[src/rtl/sisc_fetch_queue_if.sv]
// -----------------------------------------------------------------------------
// sisc_fetch_queue_if
// Bundles the instruction-memory request/response bus, the control-FSM
// consume/redirect inputs and the queue-head outputs of sisc_fetch_queue.
//   master : the fetch queue itself (drives im_req/im_addr and the head view)
//   slave  : the environment (instruction memory + control FSM)
// Signals:
//   im_req/im_addr        read request, one word per asserted cycle
//   im_valid/im_rdata     response, one cycle after each request, in order
//   ir_load               consume the head entry
//   br_taken/br_target    redirect: flush and refetch from br_target
//   iq_valid/ir_out/opcode/mm/head_pc  head entry view (zero when empty)
//   halted                HLT fetched, prefetch stopped
// -----------------------------------------------------------------------------
interface sisc_fetch_queue_if #(
  parameter int AW = 16
);
  logic          im_req;
  logic [AW-1:0] im_addr;
  logic          im_valid;
  logic [31:0]   im_rdata;
  logic          ir_load;
  logic          br_taken;
  logic [AW-1:0] br_target;
  logic          iq_valid;
  logic [31:0]   ir_out;
  logic [3:0]    opcode;
  logic [3:0]    mm;
  logic [AW-1:0] head_pc;
  logic          halted;

  modport master (
    output im_req, im_addr, iq_valid, ir_out, opcode, mm, head_pc, halted,
    input  im_valid, im_rdata, ir_load, br_taken, br_target
  );

  modport slave (
    input  im_req, im_addr, iq_valid, ir_out, opcode, mm, head_pc, halted,
    output im_valid, im_rdata, ir_load, br_taken, br_target
  );
endinterface

[src/rtl/sisc_fetch_queue.sv]
// -----------------------------------------------------------------------------
// sisc_fetch_queue
// Instruction prefetch queue in front of the SISC control FSM. Issues
// sequential word reads, buffers returned words with their fetch address in a
// DEPTH-entry FIFO and presents the head entry. Flushes on br_taken, discards
// stale responses and stops prefetching after a HLT (opcode 4'hF) is fetched.
// Ports:
//   clk    system clock, rising edge
//   rst_f  synchronous active-high reset
//   bus    sisc_fetch_queue_if.master (memory bus, FSM controls, head view)
// Parameters: DEPTH (power of two, 2..16), AW (address width).
// -----------------------------------------------------------------------------
module sisc_fetch_queue #(
  parameter int DEPTH = 4,
  parameter int AW    = 16
) (
  input  logic                   clk,
  input  logic                   rst_f,
  sisc_fetch_queue_if.master     bus
);

  localparam int PW = $clog2(DEPTH);
  localparam int CW = PW + 1;

  typedef enum logic [0:0] {
    S_RUN  = 1'b0,
    S_HALT = 1'b1
  } state_t;

  state_t        state_q, state_d;
  logic [AW-1:0] fetch_pc_q, fetch_pc_d;
  logic [AW-1:0] pend_pc_q, pend_pc_d;   // address of the request in flight
  logic [CW-1:0] count_q, count_d;
  logic [PW-1:0] rd_ptr_q, rd_ptr_d;
  logic [PW-1:0] wr_ptr_q, wr_ptr_d;
  logic          inflight_q, inflight_d;
  logic          drop_q, drop_d;

  logic [31:0]   word_mem_q [DEPTH];
  logic [AW-1:0] pc_mem_q   [DEPTH];

  logic          accept_s;
  logic          pop_s;
  logic          hlt_word_s;
  logic          credit_s;
  logic          issue_s;
  logic [CW:0]   occ_s;

  // Response/pop qualification and request credit
  always_comb begin
    hlt_word_s = (bus.im_rdata[31:28] == 4'hF);
    accept_s   = bus.im_valid & ~drop_q & ~bus.br_taken;
    pop_s      = bus.ir_load & (count_q != {CW{1'b0}}) & ~bus.br_taken;
    occ_s      = {1'b0, count_q} + {{CW{1'b0}}, inflight_q};
    credit_s   = (occ_s < (CW+1)'(DEPTH));
    // The request is suppressed while rst_f is high so the bus is quiet during
    // reset, and in the cycle a HLT word is accepted so nothing is fetched
    // past the HLT address.
    issue_s    = ~rst_f & (state_q == S_RUN) & credit_s & ~bus.br_taken
                 & ~(accept_s & hlt_word_s);
  end

  // Bus and head-of-queue outputs
  always_comb begin
    bus.im_req   = issue_s;
    bus.im_addr  = fetch_pc_q;
    bus.iq_valid = (count_q != {CW{1'b0}});
    bus.halted   = (state_q == S_HALT);
    if (count_q != {CW{1'b0}}) begin
      bus.ir_out  = word_mem_q[rd_ptr_q];
      bus.head_pc = pc_mem_q[rd_ptr_q];
    end else begin
      bus.ir_out  = 32'h0000_0000;
      bus.head_pc = {AW{1'b0}};
    end
    bus.opcode = bus.ir_out[31:28];
    bus.mm     = bus.ir_out[27:24];
  end

  // Next-state: redirect beats push, pop and HLT detection
  always_comb begin
    state_d    = state_q;
    fetch_pc_d = fetch_pc_q;
    pend_pc_d  = issue_s ? fetch_pc_q : pend_pc_q;
    count_d    = count_q;
    rd_ptr_d   = rd_ptr_q;
    wr_ptr_d   = wr_ptr_q;
    inflight_d = issue_s;
    drop_d     = drop_q;
    if (bus.br_taken) begin
      state_d    = S_RUN;
      fetch_pc_d = bus.br_target;
      count_d    = {CW{1'b0}};
      rd_ptr_d   = {PW{1'b0}};
      wr_ptr_d   = {PW{1'b0}};
      // An in-flight response that already arrived this cycle is discarded
      // here; only a response still outstanding needs the drop flag.
      drop_d     = inflight_q & ~bus.im_valid;
    end else begin
      if (bus.im_valid & drop_q) begin
        drop_d = 1'b0;
      end else begin
        drop_d = drop_q;
      end
      if (accept_s) begin
        wr_ptr_d = wr_ptr_q + PW'(1);
        if (hlt_word_s) begin
          state_d = S_HALT;
        end else begin
          state_d = state_q;
        end
      end else begin
        wr_ptr_d = wr_ptr_q;
      end
      if (pop_s) begin
        rd_ptr_d = rd_ptr_q + PW'(1);
      end else begin
        rd_ptr_d = rd_ptr_q;
      end
      case ({accept_s, pop_s})
        2'b10:   count_d = count_q + CW'(1);
        2'b01:   count_d = count_q - CW'(1);
        default: count_d = count_q;
      endcase
      if (issue_s) begin
        fetch_pc_d = fetch_pc_q + AW'(1);
      end else begin
        fetch_pc_d = fetch_pc_q;
      end
    end
  end

  // Control state registers with synchronous reset
  always_ff @(posedge clk) begin
    if (rst_f) begin
      state_q    <= S_RUN;
      fetch_pc_q <= {AW{1'b0}};
      pend_pc_q  <= {AW{1'b0}};
      count_q    <= {CW{1'b0}};
      rd_ptr_q   <= {PW{1'b0}};
      wr_ptr_q   <= {PW{1'b0}};
      inflight_q <= 1'b0;
      drop_q     <= 1'b0;
    end else begin
      state_q    <= state_d;
      fetch_pc_q <= fetch_pc_d;
      pend_pc_q  <= pend_pc_d;
      count_q    <= count_d;
      rd_ptr_q   <= rd_ptr_d;
      wr_ptr_q   <= wr_ptr_d;
      inflight_q <= inflight_d;
      drop_q     <= drop_d;
    end
  end

  // FIFO storage; contents are only visible through count, so no reset needed
  always_ff @(posedge clk) begin
    if (!rst_f && accept_s) begin
      word_mem_q[wr_ptr_q] <= bus.im_rdata;
      pc_mem_q[wr_ptr_q]   <= pend_pc_q;
    end
  end

endmodule

[src/flat_wrapper.sv]
// flat-port wrapper written by rule: the top's interface ports become plain ports
module sisc_fetch_queue_flat 
#(
  parameter int DEPTH = 4,
  parameter int AW    = 16
)
  (clk, rst_f, bus_im_req, bus_im_addr, bus_iq_valid, bus_ir_out, bus_opcode, bus_mm, bus_head_pc, bus_halted, bus_im_valid, bus_im_rdata, bus_ir_load, bus_br_taken, bus_br_target);
  sisc_fetch_queue_if #(.AW(AW)) bus_i ();
  input  logic clk;
  input  logic rst_f;
  output wire logic [$bits(bus_i.im_req)-1:0] bus_im_req;
  output wire logic [$bits(bus_i.im_addr)-1:0] bus_im_addr;
  output wire logic [$bits(bus_i.iq_valid)-1:0] bus_iq_valid;
  output wire logic [$bits(bus_i.ir_out)-1:0] bus_ir_out;
  output wire logic [$bits(bus_i.opcode)-1:0] bus_opcode;
  output wire logic [$bits(bus_i.mm)-1:0] bus_mm;
  output wire logic [$bits(bus_i.head_pc)-1:0] bus_head_pc;
  output wire logic [$bits(bus_i.halted)-1:0] bus_halted;
  input wire logic [$bits(bus_i.im_valid)-1:0] bus_im_valid;
  input wire logic [$bits(bus_i.im_rdata)-1:0] bus_im_rdata;
  input wire logic [$bits(bus_i.ir_load)-1:0] bus_ir_load;
  input wire logic [$bits(bus_i.br_taken)-1:0] bus_br_taken;
  input wire logic [$bits(bus_i.br_target)-1:0] bus_br_target;
  assign bus_im_req = bus_i.im_req;
  assign bus_im_addr = bus_i.im_addr;
  assign bus_iq_valid = bus_i.iq_valid;
  assign bus_ir_out = bus_i.ir_out;
  assign bus_opcode = bus_i.opcode;
  assign bus_mm = bus_i.mm;
  assign bus_head_pc = bus_i.head_pc;
  assign bus_halted = bus_i.halted;
  assign bus_i.im_valid = bus_im_valid;
  assign bus_i.im_rdata = bus_im_rdata;
  assign bus_i.ir_load = bus_ir_load;
  assign bus_i.br_taken = bus_br_taken;
  assign bus_i.br_target = bus_br_target;
  sisc_fetch_queue #(.DEPTH(DEPTH), .AW(AW)) u_core (.clk(clk), .rst_f(rst_f), .bus(bus_i));
endmodule
[config.mk]
export PLATFORM = sky130hd
export DESIGN_NAME = sisc_fetch_queue_flat
export DESIGN_NICKNAME = d
export VERILOG_FILES = /design/src/rtl/sisc_fetch_queue_if.sv /design/src/rtl/sisc_fetch_queue.sv /design/src/flat_wrapper.sv
export SDC_FILE = /design/constraint.sdc
export NUM_CORES = 1
export LEC_CHECK = 0
export BUFFER_PORTS_ARGS = -buffer_cell sky130_fd_sc_hd__clkbuf_2
export CAP_MARGIN = 20
export CORE_MARGIN = 2
export CORE_UTILIZATION = 57
export DETAILED_ROUTE_END_ITERATION = 7
export GPL_TIMING_DRIVEN = 0
export PLACE_DENSITY = 0.85
export SLEW_MARGIN = 20
export SYNTH_ARGS = -nofsm -noshare
export SYNTH_HDL_FRONTEND = slang
export SYNTH_SLANG_ARGS = --single-unit
[constraint.sdc]
create_clock -name clk -period 3.9 [get_ports clk]
set_clock_uncertainty 0.15 [all_clocks]
set_input_delay 0.78 -clock clk [delete_from_list [all_inputs] [get_ports clk]]
set_output_delay 0.78 -clock clk [all_outputs]
set_load 0.02 [all_outputs]
* Word level (Yosys, flattened, before mapping)
Memories as Yosys holds them, arrays and structs flattened. A register that Yosys moved wholly into a read port is not among the register bits.
Index checks and enable logic that the tools add are counted.
** Operators by class
- Add/sub/neg operators :: 6
- Equality and inequality tests :: 3
- Muxes and demuxes :: 13
- Bitwise logic cells :: 17
- Reduce and logical (&&, ||, !) cells :: 8
- Magnitude comparators :: 1
** Operator list (number)
- 16-bit two-way mux :: 3
- 32-bit two-way mux :: 1
- 16-bit by 1-bit adder with 16-bit output, second input constant :: 1
- 1-bit AND :: 11
- 2-bit two-way mux :: 4
- 1-bit NOT :: 6
- 3-bit one-hot mux with 2 select lines :: 1
- 2-bit nonzero test :: 3
- 2-bit by 1-bit adder with 2-bit output, second input constant :: 2
- 3-bit by 1-bit adder with 4-bit output :: 1
- 4-bit == test, second input constant :: 1
- 4-bit by 3-bit < comparator with 1-bit output, second input constant :: 1
- 1-bit two-way mux :: 4
- 3-bit by 1-bit adder with 3-bit output, second input constant :: 1
- 3-bit nonzero test :: 1
- 3-bit by 1-bit subtractor with 3-bit output, second input constant :: 1
- 2-bit by 1-bit == test with 1-bit output, second input constant :: 1
- 2-bit == test, second input constant :: 1
- 2-bit AND reduction :: 1
- 2-bit OR reduction :: 1
- 1-bit logical AND :: 1
- 1-bit logical NOT :: 1
** Storage, ports and cells
- Register bits after elaboration :: 42
- Memories :: 2
- RAM bits :: 192
- Bits of input ports :: 53
** Memory list
- u_core.word_mem_q :: words 4, bits a word 32, rd ports 1, clocked after memory_dff 1, wr ports 1, RTL line sisc_fetch_queue.sv:39 : logic [31:0] word_mem_q [DEPTH];
- u_core.pc_mem_q :: words 4, bits a word 16, rd ports 1, clocked after memory_dff 1, wr ports 1, RTL line sisc_fetch_queue.sv:40 : logic [AW-1:0] pc_mem_q [DEPTH];

* Longest topological paths before layout
- Word-level depth :: 8
- Depth in mapped cells :: 8
- Gate-level depth less buffers :: 8

* Worst setup path before layout
No wires, ideal clock.
- Kind :: input to register
- Start point :: in bus_br_taken
- End point :: mem u_core.pc_mem_q[0][0] (enable)
- Arrival time :: 2431 ps
- Required time :: 3339 ps
- Library setup time :: 411 ps
- Path slack :: 908 ps
- Stages on the path :: 4
- Path buffers :: 0
- Path through :: nor3b_2 inv_2 nor2_1 and2_1
** Between the ends
- Cells in the longest elaborated chain, start to end :: 5
** Ends and longest elaborated chain
- start, declared :: RTL line flat_wrapper.sv:22 : input wire logic [$bits(bus_i.br_taken)-1:0] bus_br_taken;
- 1-bit NOT :: RTL line sisc_fetch_queue.sv:52 : accept_s = bus.im_valid & ~drop_q & ~bus.br_taken;
- 1-bit AND :: RTL line sisc_fetch_queue.sv:52
- 1-bit logical AND :: RTL line sisc_fetch_queue.sv:158 : if (!rst_f && accept_s) begin
- 1-bit two-way mux :: RTL line sisc_fetch_queue.sv:158
- 1-bit two-way mux (not written as such) :: RTL line sisc_fetch_queue.sv:160 : pc_mem_q[wr_ptr_q] <= pend_pc_q;
- end, declared :: RTL line sisc_fetch_queue.sv:40
Every way passes these cells.

* Final worst setup path
- Start point :: reg u_core.count_q[2]
- End point :: out bus_opcode[2]
** Between the ends
- Cells in the longest elaborated chain, start to end :: 2
** Ends and longest elaborated chain
- start, declared :: RTL line sisc_fetch_queue.sv:33 : logic [CW-1:0] count_q, count_d;
- start signal, assigned :: RTL line sisc_fetch_queue.sv:139 : count_q <= {CW{1'b0}};
- start signal, assigned :: RTL line sisc_fetch_queue.sv:148 : count_q <= count_d;
- 3-bit nonzero test :: RTL line sisc_fetch_queue.sv:69 : if (count_q != {CW{1'b0}}) begin
- 32-bit two-way mux :: RTL line sisc_fetch_queue.sv:69
- end, declared :: RTL line flat_wrapper.sv:15 : output wire logic [$bits(bus_i.opcode)-1:0] bus_opcode;
Every way passes these cells.

==> flow_metrics.py <==
metrics = {
    "route": {
        "route.detailed.drc": 0,
        "ant_nets": 0,
        "vias_per_cell": 5.734,
        "totalWireLength_um": 18570,
        "avgRoutedWirePerCell_um": 19.70,
        "drt_iter0_markers": 392,
        "vias": 5407,
        "drt-pass1-iter-count": 5,
    },
    "hold_path": {
        "hold_class": "in -> reg",
        "whs_path_depth": 2,
        "worstHoldStart": "bus_im_valid",
        "whs_endpoint": "u_core.drop_q",
    },
    "synth": {
        "synth_top_area_share_pct": 62.08,
        "synth.avg_cell_area_um2": 16.61,
        "synth_common_cells": "192 x edfxtp_1, 48 x mux4_2, 48 x nand2_1, 48 x nor2b_1, 44 x dfxtp_1",
        "ys.flop_type": "edfxtp_1",
        "synth_edf_count": 192,
        "syn_area_um2": 9288,
        "ys_seq_area_share_pct": 71.56,
        "synth_cell_type_count": 46,
        "synth_warnings": 0,
        "synth_nets": 619,
        "synthArstFlopShare_pct": 0,
        "synth_area_leaders": "edfxtp_1 62%, mux4_2 12%, dfxtp_1 9.5%, nor2b_1 3.2%, nand2_1 1.9%",
        "syn_inst": 559,
        "yosysMostFrequentCell": "edfxtp_1",
        "ys_ff_latch": 236,
        "synth_largest_area_cell": "edfxtp_1",
    },
    "place": {
        "portBuffers": 127,
        "gp_congestion": 0.8420,
        "hpwlAfterDp_um": 11700,
    },
    "clock_network": {
        "cts_made_buffers": 23,
        "cts_max_path_buffers": 3,
        "insertion_delay_ns": 0.50,
        "cts_sinks": 236,
        "htreeDepth": 1,
        "cts_setup_buffers": 0,
        "cts_hold_buf": 0,
        "clkSlewWorstSetupHoldPaths_ns": 0.06,
        "cts_tree": "built",
        "root_buffer": "clkbuf_16",
    },
    "die": {
        "die_h_um": 131.7,
        "initial_utilization_pct": 58.47,
        "die_w_um": 131.7,
        "die-area_um2": 17330,
        "coreArea_um2": 15890,
        "num_io_pins": 128,
        "rows": 46,
    },
    "timing": {
        "setup_viol": 0,
        "rsz0062_at_grt": "false",
        "hold_violations": 0,
        "slew_viol_final": 0,
        "period_minus_slack_ns": 3.722,
        "max_freq_ghz": 0.2687,
        "timing.final.crit_share_pct": 95.44,
        "relSlewSlack_pct": 49.60,
        "finalSetupTns_ns": 0,
        "tightest_slew_ns": 0.7560,
    },
    "critical_path": {
        "critPathSlowestCell": "nor3_2",
        "path_max_fanout": 10,
        "crit_buf_inv": 4,
        "r2r_slack_ns": 1.06,
        "worst_r2r_path_depth": 8,
        "start_kind": "flop",
        "arrival_ns": 2.79,
        "reg2reg_to": "u_core.count_q[2]",
        "worst-path-stages": 6,
        "end_kind": "primary output",
        "path_class": "reg -> out",
        "path_cells": "nor3_2, clkbuf_2, clkbuf_1, nor2b_1, buf_4, clkbuf_2",
        "crit_family": "buffers and inverters",
        "r2r_start": "u_core.count_q[2]",
        "required_ns": 2.97,
        "slowest_delay_ns": 0.57,
        "crit_top_cell": "clkbuf_2",
    },
    "global_routing": {
        "grt-ovfl-total": 0,
        "grt_pass1_wl_um": 29120,
        "grt.total_usage_pct": 21.37,
        "grt_max_degree": 49,
        "grt_pass1_vias": 5664,
        "antenna_found_initial": 0,
    },
    "outcome": {
        "outcome": "finished clean",
    },
    "run": {
        "drv_cap": 0,
    },
    "power_and_ir_drop": {
        "p_leak_nw": 3.878,
        "ir_worst_vdd_mv": 0.2914,
        "p_per_area_nw_per_um2": 477.1,
        "finalPower_mw": 5.230,
    },
    "cells_and_area": {
        "diodes": 0,
        "layout-drive-gt1-share_pct": 32.32,
        "post-route-util_pct": 69.01,
        "syn_to_final_growth_pct": 18.03,
        "nNetsFinal": 771,
    },
}
-- per-stage QoR --
step / instances / instance area [µm²] / worst slack, ns / hold WS, ns
detailed placement: 902 / 10200 / 0.2128 / 0.3465
finish: 943 / 10960 / 0.1777 / 0.3104
floorplan: 559 / 9288 / 0.9084 / 0.3100
global route: 943 / 10960 / 0.03794 / 0.3179
CTS: 943 / 10960 / 0.003078 / 0.3024
global placement: 902 / 10190 / -0.1215 / 0.3213
-- kinds of logic (layout without fill, tap and decap cells) --
| logic type | after synthesis | count (layout) | share of synthesized area [%] |
|---|---|---|---|
| xor gates and xnor gates | 5 | 5 | 0.4716 |
| muxes | 49 | 49 | 11.75 |
| AOI/OAI and AO/OA | 59 | 59 | 3.893 |
| buffers and inverters | 51 | 219 | 2.560 |
| adders and majority gates | 7 | 7 | 1.024 |
| and+or+nand+nor | 152 | 152 | 8.743 |
| DFF | 236 | 236 | 71.56 |
-- cell type report --
cell class / count / area, µm²
fillers: 1056 / 4923
clock inverters: 9 / 141.4
clock buffers: 32 / 609.3
plain buffers: 34 / 176.4
repair buffers: 127 / 635.6
well taps: 216 / 270.3
multi-input cells: 272 / 2419
inverters: 17 / 63.81
flip-flops and latches: 236 / 6646
-- registers in the layout, summed over array words and instances, names as in the netlist, named ones only --
signal              count
u_core.word_mem_q     128
u_core.pc_mem_q        64
u_core.bus.im_addr     16
u_core.pend_pc_q       16
u_core.count_q          3
u_core.rd_ptr_q         2
u_core.wr_ptr_q         2
u_core.bus.halted       1
u_core.drop_q           1
u_core.inflight_q       1
-- worst max path at each step --
stage / from / end / slack, ns
finish: u_core.count_q[2] / bus_opcode[2] / 0.18
global route: u_core.count_q[2] / bus_opcode[2] / 0.04
CTS: u_core.count_q[2] / bus_opcode[2] / 0.003
detailed placement: u_core.count_q[2] / bus_opcode[2] / 0.21
global placement: bus_br_taken / u_core.word_mem_q[1][21] / -0.12
floorplan: bus_br_taken / u_core.pc_mem_q[0][0] / 0.91
-- repair_timing --
| action | CTS | global route |
|---|---|---|
| endpoints found under the hold margin | 0 | 0 |
| gates resized for setup | 1 | 4 |
| setup endpoints to repair | 14 | 8 |
-- cell usage in the layout, fill, tap and decap left out, drive strengths merged, types with 3 or more instances in the layout --
cell type	n
nand3	6
ha	6
clkinv	5
bufinv	4
o211ai	6
nor2b	48
edfxtp	192
nand4	6
a31oi	8
nor3	7
a21oi	28
buf	17
xor2	3
nand2	49
dfxtp	44
nor3b	3
clkbuf	176
nor2	11
o21ai	6
mux4	48
inv	17
or3	8
and2	4
and3	3
-- per-layer routing --
metal	wire length [µm]	GRT usage, %	up-vias
met5	0	0	-
met4	359	6.280	0
met3	1138	3.819	30
met2	9211	36.21	203
met1	7864	28.68	2731
li1	-	-	2443
-- report_power, final --
group          total, mW  switching [mW]  internal [mW]
registers           2.78          0.0295           2.75
clock network       2.22           0.868           1.35
logic              0.231           0.144         0.0866
total               5.23            1.04           4.19
Note: power is estimated with default switching activity, not from simulation.
